## src/rtl/debounce_sync_pkg.sv

```systemverilog
// Shared definitions for the push-button conditioning path.
package debounce_sync_pkg;

  // state | meaning
  // ESTABLE_BAJO   | accepted level is 0, waiting for q to rise
  // VALIDANDO_ALTO | q went high, counting stable samples before accepting 1
  // ESTABLE_ALTO   | accepted level is 1, waiting for q to fall
  // VALIDANDO_BAJO | q went low, counting stable samples before accepting 0
  typedef enum logic [1:0] {
    ESTABLE_BAJO   = 2'd0,
    VALIDANDO_ALTO = 2'd1,
    ESTABLE_ALTO   = 2'd2,
    VALIDANDO_BAJO = 2'd3
  } debounce_state_t;

  // 10 ms of stable input at a 100 MHz system clock.
  localparam int unsigned DEBOUNCE_10MS_100MHZ = 1000000;

endpackage

```

## src/rtl/debounce_sync_sincronizador.sv

```systemverilog
// Multi-flop synchronizer for asynchronous single-bit inputs (buttons, switches).
module sincronizador
  import debounce_sync_pkg::*;
#(
  parameter int STAGES = 2
) (
  input  logic clck_i,
  input  logic rst_i,
  input  logic d_i,
  output logic q_o
);

  logic [STAGES-1:0] chain;

  // Shift the raw input through the chain; only the last flop is used downstream.
  always_ff @(posedge clck_i or negedge rst_i) begin
    if (!rst_i) begin
      chain <= '0;
    end else begin
      chain <= {chain[STAGES-2:0], d_i};
    end
  end

  assign q_o = chain[STAGES-1];

endmodule

```

## src/rtl/debounce_sync.sv

```systemverilog
// Raw button pin -> synchronizer -> counter-based debouncer -> clean level
// plus a one-cycle press pulse.
//
// state          | meaning
// ESTABLE_BAJO   | nivel_o = 0 accepted, idle
// VALIDANDO_ALTO | q high, counting toward accepting a press
// ESTABLE_ALTO   | nivel_o = 1 accepted, idle
// VALIDANDO_BAJO | q low, counting toward accepting a release
module debounce_sync
  import debounce_sync_pkg::*;
#(
  parameter int STABLE_CYCLES = DEBOUNCE_10MS_100MHZ,
  parameter int SYNC_STAGES   = 2,
  parameter bit INVERT        = 1'b0
) (
  input  logic clck_i,
  input  logic rst_i,
  input  logic boton_i,
  output logic nivel_o,
  output logic pulsacion_o
);

  localparam int CNT_W = $clog2(STABLE_CYCLES + 1);
  localparam logic [CNT_W-1:0] CNT_LAST = CNT_W'(STABLE_CYCLES - 1);

  logic            b;
  logic            q;
  debounce_state_t state;
  logic [CNT_W-1:0] cnt;

  // Polarity is normalised before synchronizing so the FSM always sees 1 = pressed.
  assign b = boton_i ^ INVERT;

  sincronizador #(
    .STAGES(SYNC_STAGES)
  ) u_sync (
    .clck_i(clck_i),
    .rst_i (rst_i),
    .d_i   (b),
    .q_o   (q)
  );

  // Debounce FSM with registered level and press pulse; a flip of q during
  // validation, even on the last count, falls back to the stable state.
  always_ff @(posedge clck_i or negedge rst_i) begin
    if (!rst_i) begin
      state       <= ESTABLE_BAJO;
      cnt         <= '0;
      nivel_o     <= 1'b0;
      pulsacion_o <= 1'b0;
    end else begin
      pulsacion_o <= 1'b0;
      case (state)
        ESTABLE_BAJO: begin
          if (q) begin
            state <= VALIDANDO_ALTO;
            cnt   <= '0;
          end
        end
        VALIDANDO_ALTO: begin
          if (!q) begin
            state <= ESTABLE_BAJO;
            cnt   <= '0;
          end else if (cnt == CNT_LAST) begin
            state       <= ESTABLE_ALTO;
            nivel_o     <= 1'b1;
            pulsacion_o <= 1'b1;
          end else begin
            cnt <= cnt + 1'b1;
          end
        end
        ESTABLE_ALTO: begin
          if (!q) begin
            state <= VALIDANDO_BAJO;
            cnt   <= '0;
          end
        end
        VALIDANDO_BAJO: begin
          if (q) begin
            state <= ESTABLE_ALTO;
            cnt   <= '0;
          end else if (cnt == CNT_LAST) begin
            state   <= ESTABLE_BAJO;
            nivel_o <= 1'b0;
          end else begin
            cnt <= cnt + 1'b1;
          end
        end
        default: begin
          state <= ESTABLE_BAJO;
          cnt   <= '0;
        end
      endcase
    end
  end

endmodule

```

## config.mk

```make
export PLATFORM = sky130hd
export DESIGN_NAME = debounce_sync
export DESIGN_NICKNAME = d
export VERILOG_FILES = /design/src/rtl/debounce_sync_pkg.sv /design/src/rtl/debounce_sync_sincronizador.sv /design/src/rtl/debounce_sync.sv
export SDC_FILE = /design/constraint.sdc
export NUM_CORES = 1
export LEC_CHECK = 0
export CAP_MARGIN = 20
export CORE_MARGIN = 5
export CORE_UTILIZATION = 40
export DETAILED_ROUTE_END_ITERATION = 7
export SLEW_MARGIN = 15
export SYNTH_ARGS = -nofsm -noshare
export SYNTH_HDL_FRONTEND = slang
export SYNTH_HIERARCHICAL = 1
export SYNTH_SLANG_ARGS = --single-unit
```

## constraint.sdc

```tcl
create_clock -name clck_i -period 1.6 [get_ports clck_i]
set_input_delay 0.4 -clock clck_i [delete_from_list [all_inputs] [get_ports clck_i]]
set_output_delay 0.4 -clock clck_i [all_outputs]
set_load 0.01 [all_outputs]
```

======== Word level (Yosys, flattened, before mapping) ========
Cells that the tools add are included.
operators by class
  add/sub/neg operators ................... 1
  equal/unequal tests ..................... 12
  mux-type cells .......................... 21
  reductions and logical operators ........ 5
operators with widths
  cell                   number
  $mux 20                5
  $pmux 20 s4            1
  $add 20x1->20 const B  1
  $eq 20x20->1 const B   1
  $mux 2                 6
  $ne 2x2->1 const B     4
  $pmux 2 s4             1
  $mux 1                 7
  $reduce_and 5->1       1
  $eq 2x2->1 const B     2
  $ne 2x1->1 const B     2
  $reduce_and 4->1       1
  $ne 3x2->1 const B     1
  $ne 3x3->1 const B     1
  $eq 2x1->1 const B     1
  $logic_not 2->1        1
  $pmux 1 s2             1
  $reduce_and 2->1       1
  $reduce_bool 2->1      1
storage, ports and cells
  bits in registers ....................... 26
  input bits .............................. 3
  output and inout port bits .............. 2
  word-level logic and storage cells ...... 44

======== Longest topological paths before layout ========
  depth in word-level cells ............... 4
  mapped depth ............................ 7
  depth with buffers taken out ............ 6

======== By module ========
Netlist, hierarchy kept.
by module, submodules not included
  module         times used  cells each  area an instance (µm²)  seq. area each (µm²)
  debounce_sync  1           141         1285.0                  600.6
  sincronizador  1           2           50.0                    50.0

======== Worst setup path before layout ========
OpenSTA, ideal clock, no wires.
  kind .................................... register to register
  start ................................... reg cnt[16]
  end ..................................... reg cnt[3]
  library setup time ...................... 0.136 ns
  data arrival time ....................... 1.424 ns
  data required time ...................... 1.464 ns
  slack ................................... 0.041 ns
  cell stages (with the launch flop) ...... 7
  path buffers ............................ 1
  period minus slack after synthesis ...... 1.559 ns
  cells stage by stage .................... dfrtp_1 and3_1 and4_1 buf_2 and2_1 o311ai_1 o21ai_0
between the ends
  longest elaborated chain between the ends .. 4
  elaborated cells between the ends (all ways) .. 5
  classes of those cells .................. eq/ne (1); mux (4)
ends and longest elaborated chain
  element                     RTL line                                  RTL
  from (decl)                 debounce_sync.sv:29                       logic [CNT_W-1:0] cnt;
  from (signal assigned)      debounce_sync.sv:69                       cnt <= cnt + 1'b1;
  from (signal assigned)      debounce_sync.sv:86                       cnt <= cnt + 1'b1;
  $eq 20x20->1 (*)            debounce_sync.sv:64, debounce_sync.sv:82
  $mux 20 (*)                 --
  $mux 20 (on tied branches)  --
  $pmux 20 s4 (*)             --
Mark *: on every way between the ends. The rest lies on a longest branch, timed or not.
A chain may end at the register's enable or synchronous reset.

======== Worst setup path after layout ========
  start ................................... reg cnt[13]
  end ..................................... reg cnt[18]
between the ends
  longest elaborated chain between the ends .. 4
  elaborated cells between the ends (all ways) .. 6
  classes of those cells .................. add/sub (1); eq/ne (1); mux (4)
ends and longest elaborated chain
  element                                               RTL line                                  RTL
  $add 20x1->20 / $eq 20x20->1 (equally long branches)  --
  $mux 20 (*)                                           debounce_sync.sv:64, debounce_sync.sv:82
  $mux 20 (on tied branches)                            debounce_sync.sv:79, debounce_sync.sv:61
  $pmux 20 s4 (*)                                       debounce_sync.sv:53                       case (state)
Marked as above.

==> load_flow_metrics.sql <==
INSERT INTO impl_metrics (metric_group, metric, value, unit) VALUES
('worst_hold_path', 'worstHoldPathType', 'register to register', ''),
('cts', 'cts.sink_count', '26', ''),
('worst_hold_path', 'startpoint_of_the_tightest_hold_check_path', 'u_sync/chain[0]', ''),
('worst_hold_path', 'hold-path-cell-count', '0', ''),
('worst_setup_path', 'path_class', 'register to register', ''),
('layout', 'layout.filler_cells', '312', ''),
('sta', 'grt_setup_unrepaired', 'yes', ''),
('route', 'wl_met1', '1.56', 'mm'),
('yosys', 'postSynthRegisterBits', '26', ''),
('placement', 'preCtsSetupSlack', '-0.0484', 'ns'),
('worst_setup_path', 'critical_path_peak_fanout', '4', ''),
('cts', 'cts_tree', 'done', ''),
('yosys', 'cell_types_occupying_the_most_area_after_synthesis', 'sky130_fd_sc_hd__dfrtp_1 49%, sky130_fd_sc_hd__o21ai_0 4.5%, sky130_fd_sc_hd__nand2_1 4.5%', ''),
('grt', 'grt_first_pass_wirelength', '5.09', 'mm'),
('cts', 'clk_path_buf_depth', '2', ''),
('placement', 'numPortBuffers', '4', ''),
('worst_hold_path', 'holdPathEnd', 'u_sync/chain[1]', ''),
('route', 'vias_per_cell', '5.36', ''),
('worst_setup_path', 'setup.reg_to_reg.worst_slack', '0.06', 'ns'),
('worst_setup_path', 'cp.required', '1.87', 'ns'),
('worst_setup_path', 'critical_path_arrival', '1.81', 'ns'),
('route', 'firstDrtPassIters', '4', ''),
('cts', 'path_clk_slew', '0.15', 'ns'),
('sta', 'slew_violations', '0', ''),
('floorplanning', 'start_util', '0.406', ''),
('cts', 'cts.htree.levels', '1', ''),
('worst_setup_path', 'crit_path_cell_trace', 'nand2_1 > nor4_4 > nand2_2 > or4_1 > nand3_1', ''),
('worst_setup_path', 'critPathLaunchType', 'register', ''),
('worst_setup_path', 'crit_slowest_cell', 'sky130_fd_sc_hd__dfrtp_1', ''),
('yosys', 'synth-seq-area-share', '0.487', ''),
('route', 'drc', '0', ''),
('worst_setup_path', 'critical_path.n_buffers_inverters', '0', ''),
('pwr', 'total_power_of_the_final_layout', '1200', 'µW'),
('sta', 'fin_ws', '0.0626', 'ns'),
('floorplanning', 'die_width', '67.8', 'µm'),
('placement', 'global_placer_s_final_weighted_congestion', '0.825', ''),
('grt', 'grt_pass1_vias', '1087', ''),
('cts', 'clk-insertion-delay-late', '0.32', 'ns'),
('worst_setup_path', 'cp-end-kind', 'register', ''),
('grt', 'globalRoute.totalOverflow', '0', ''),
('sta', 'final_min_period_over_clock_period', '0.961', ''),
('floorplanning', 'design.die.area', '0.00459', 'mm²'),
('cts', 'cts_hold_repair.buffers', '0', ''),
('worst_setup_path', 'slowest_delay', '0.44', 'ns'),
('sta', 'max_freq', '650', 'MHz'),
('layout', 'area_growth_syn_to_layout', '26.3', '%'),
('yosys', 'synth_largest_type_area_fraction', '0.487', ''),
('status', 'run_status', 'completed', ''),
('placement', 'dpl_cell_area', '0.00160', 'mm²'),
('floorplanning', 'ios', '5', ''),
('layout', 'share_of_cells_above_drive_strength_1', '0.260', ''),
('grt', 'grt_max_degree', '27', ''),
('floorplanning', 'core', '0.00328', 'mm²'),
('floorplanning', 'dieHeight', '67.8', 'µm'),
('floorplanning', 'fp-row-count', '21', ''),
('route', 'drt-initial-drc-count', '94', ''),
('flow_run', 'max_cap_violations', '0', ''),
('yosys', 'yosysTopAreaCell', 'sky130_fd_sc_hd__dfrtp_1', ''),
('sta', 'final.setup_skew', '0.00397', 'ns'),
('pwr', 'ir_worst_vdd', '0.579', 'mV'),
('placement', 'dp.final_hpwl', '2.20', 'mm'),
('sta', 'setup_viol', '0', ''),
('layout', 'antenna-diode-count', '0', ''),
('route', 'detail_route.wl_per_cell', '14.1', 'µm'),
('pwr', 'p_per_area', '714', 'mW/mm²'),
('sta', 'tightest_slew', '0.339', 'ns'),
('route', 'top_layer', 'met4', ''),
('route', 'routed_wirelength', '3.09', 'mm'),
('route', 'met2_length', '1.46', 'mm'),
('sta', 'maxSlewHeadroom', '0.772', ''),
('route', 'met3_routed_length', '44', 'µm');
layout make-up:
cell class,count,area [µm²],share of cell area
Inverter,2,7.51,0.00445
Sequential cell,26,651,0.386
Tap cell,46,57.6,0.0341
Multi-Input combinational cell,110,691,0.409
Timing Repair Buffer,31,244,0.145
Clock buffer,4,36.3,0.0215
cells in the final DEF, fill, tap and decap left out, types with 2 or more instances in the layout:
cell type	n
sky130_fd_sc_hd__and2_1	3
sky130_fd_sc_hd__inv_1	2
sky130_fd_sc_hd__nand2_1	15
sky130_fd_sc_hd__nand3_1	7
sky130_fd_sc_hd__nor3_1	6
sky130_fd_sc_hd__clkbuf_4	3
sky130_fd_sc_hd__o21ai_0	10
sky130_fd_sc_hd__nor2_1	14
sky130_fd_sc_hd__dlygate4sd2_1	2
sky130_fd_sc_hd__o21ai_1	2
sky130_fd_sc_hd__and3_2	2
sky130_fd_sc_hd__buf_4	26
sky130_fd_sc_hd__a31oi_1	6
sky130_fd_sc_hd__dfrtp_1	26
sky130_fd_sc_hd__xnor2_1	5
sky130_fd_sc_hd__a21oi_1	5
sky130_fd_sc_hd__xor2_1	2
sky130_fd_sc_hd__nand4_1	7
sky130_fd_sc_hd__nand2_2	2
sky130_fd_sc_hd__clkdlybuf4s50_1	2
report_power, final:
group / total [µW] / internal (µW) / switching (µW)
combinational: 161 / 66.7 / 94.6
clock: 348 / 139 / 209
sequential: 695 / 680 / 15.4
kinds of logic after synthesis:
family	synth area share
flops	0.487
compound gates	0.144
simple gates	0.283
buf+inv	0.0234
fa+ha+maj	0.00937
xor+xnor	0.0525
what timing repair did:
action / in CTS / in global routing
gates resized for setup: 4 / 13
endpoints found under the setup margin: 6 / 13
pin swaps: 0 / 4
buffers inserted: 1 / 1
flip-flops by register name, summed over array words and instances, names as in the netlist, named ones only:
name,flops
cnt,20
u_sync/chain,2
nivel_o,1
pulsacion_o,1
state,1
stage by stage:
stage,setup TNS (ns),cells,util
2_1_floorplan,0,143,-
3_3_place_gp,-0.0455,213,0.486
3_5_place_dp,-0.0578,213,0.486
4_1_cts,0,218,0.499
5_1_grt,-0.112,219,0.514
6_report,0,219,0.514
how the worst max path moves through the flow:
stage               to  startpoint  cells past startpoint
6_report       cnt[18]     cnt[13]                      5
5_1_grt         cnt[2]      cnt[6]                      5
4_1_cts         cnt[3]      cnt[0]                      5
3_5_place_dp    cnt[3]     cnt[18]                      5
3_3_place_gp    cnt[3]     cnt[18]                      5
2_1_floorplan   cnt[3]     cnt[16]                      6
metal layers:
| layer | up-vias | GRT usage |
|---|---|---|
| li1 | 587 | - |
| met1 | 578 | 0.201 |
| met2 | 7 | 0.239 |
| met3 | 2 | 0.0250 |
| met4 | 0 | 0.0372 |
| met5 | - | 0 |
synthesized netlist by cell type:
| library cell | count |
|---|---|
| sky130_fd_sc_hd__and3b_1 | 1 |
| sky130_fd_sc_hd__o311ai_1 | 1 |
| sky130_fd_sc_hd__nand2_2 | 1 |
| sky130_fd_sc_hd__buf_2 | 4 |
| sky130_fd_sc_hd__o21ai_0 | 12 |
| sky130_fd_sc_hd__and4_1 | 2 |
| sky130_fd_sc_hd__a31oi_1 | 6 |
| sky130_fd_sc_hd__ha_1 | 1 |
| sky130_fd_sc_hd__nor2_1 | 15 |
| sky130_fd_sc_hd__nand4_1 | 7 |
| sky130_fd_sc_hd__nor4b_1 | 1 |
| sky130_fd_sc_hd__and2_1 | 2 |
| sky130_fd_sc_hd__a41o_1 | 1 |
| sky130_fd_sc_hd__and2_0 | 1 |
| sky130_fd_sc_hd__nor3_1 | 7 |
| sky130_fd_sc_hd__nor4_4 | 1 |
| sky130_fd_sc_hd__dfrtp_1 | 26 |
| sky130_fd_sc_hd__a21oi_1 | 5 |
| sky130_fd_sc_hd__nand3_1 | 7 |
| sky130_fd_sc_hd__xnor2_1 | 5 |
| sky130_fd_sc_hd__a32o_1 | 1 |
| sky130_fd_sc_hd__o311ai_0 | 1 |
| sky130_fd_sc_hd__o31ai_1 | 1 |
| sky130_fd_sc_hd__nand4_2 | 1 |
| sky130_fd_sc_hd__xor2_1 | 3 |
| sky130_fd_sc_hd__or2_2 | 1 |
| sky130_fd_sc_hd__and3_1 | 3 |
| sky130_fd_sc_hd__nor4_1 | 2 |
| sky130_fd_sc_hd__a211oi_1 | 1 |
| sky130_fd_sc_hd__nand2_1 | 16 |
| sky130_fd_sc_hd__nand4b_1 | 1 |
| sky130_fd_sc_hd__a2bb2oi_1 | 1 |
| sky130_fd_sc_hd__or4_1 | 1 |
| sky130_fd_sc_hd__inv_1 | 2 |
| sky130_fd_sc_hd__clkbuf_1 | 1 |
| sky130_fd_sc_hd__a41oi_1 | 1 |
No activity file was read; power rests on OpenSTA's default activity.
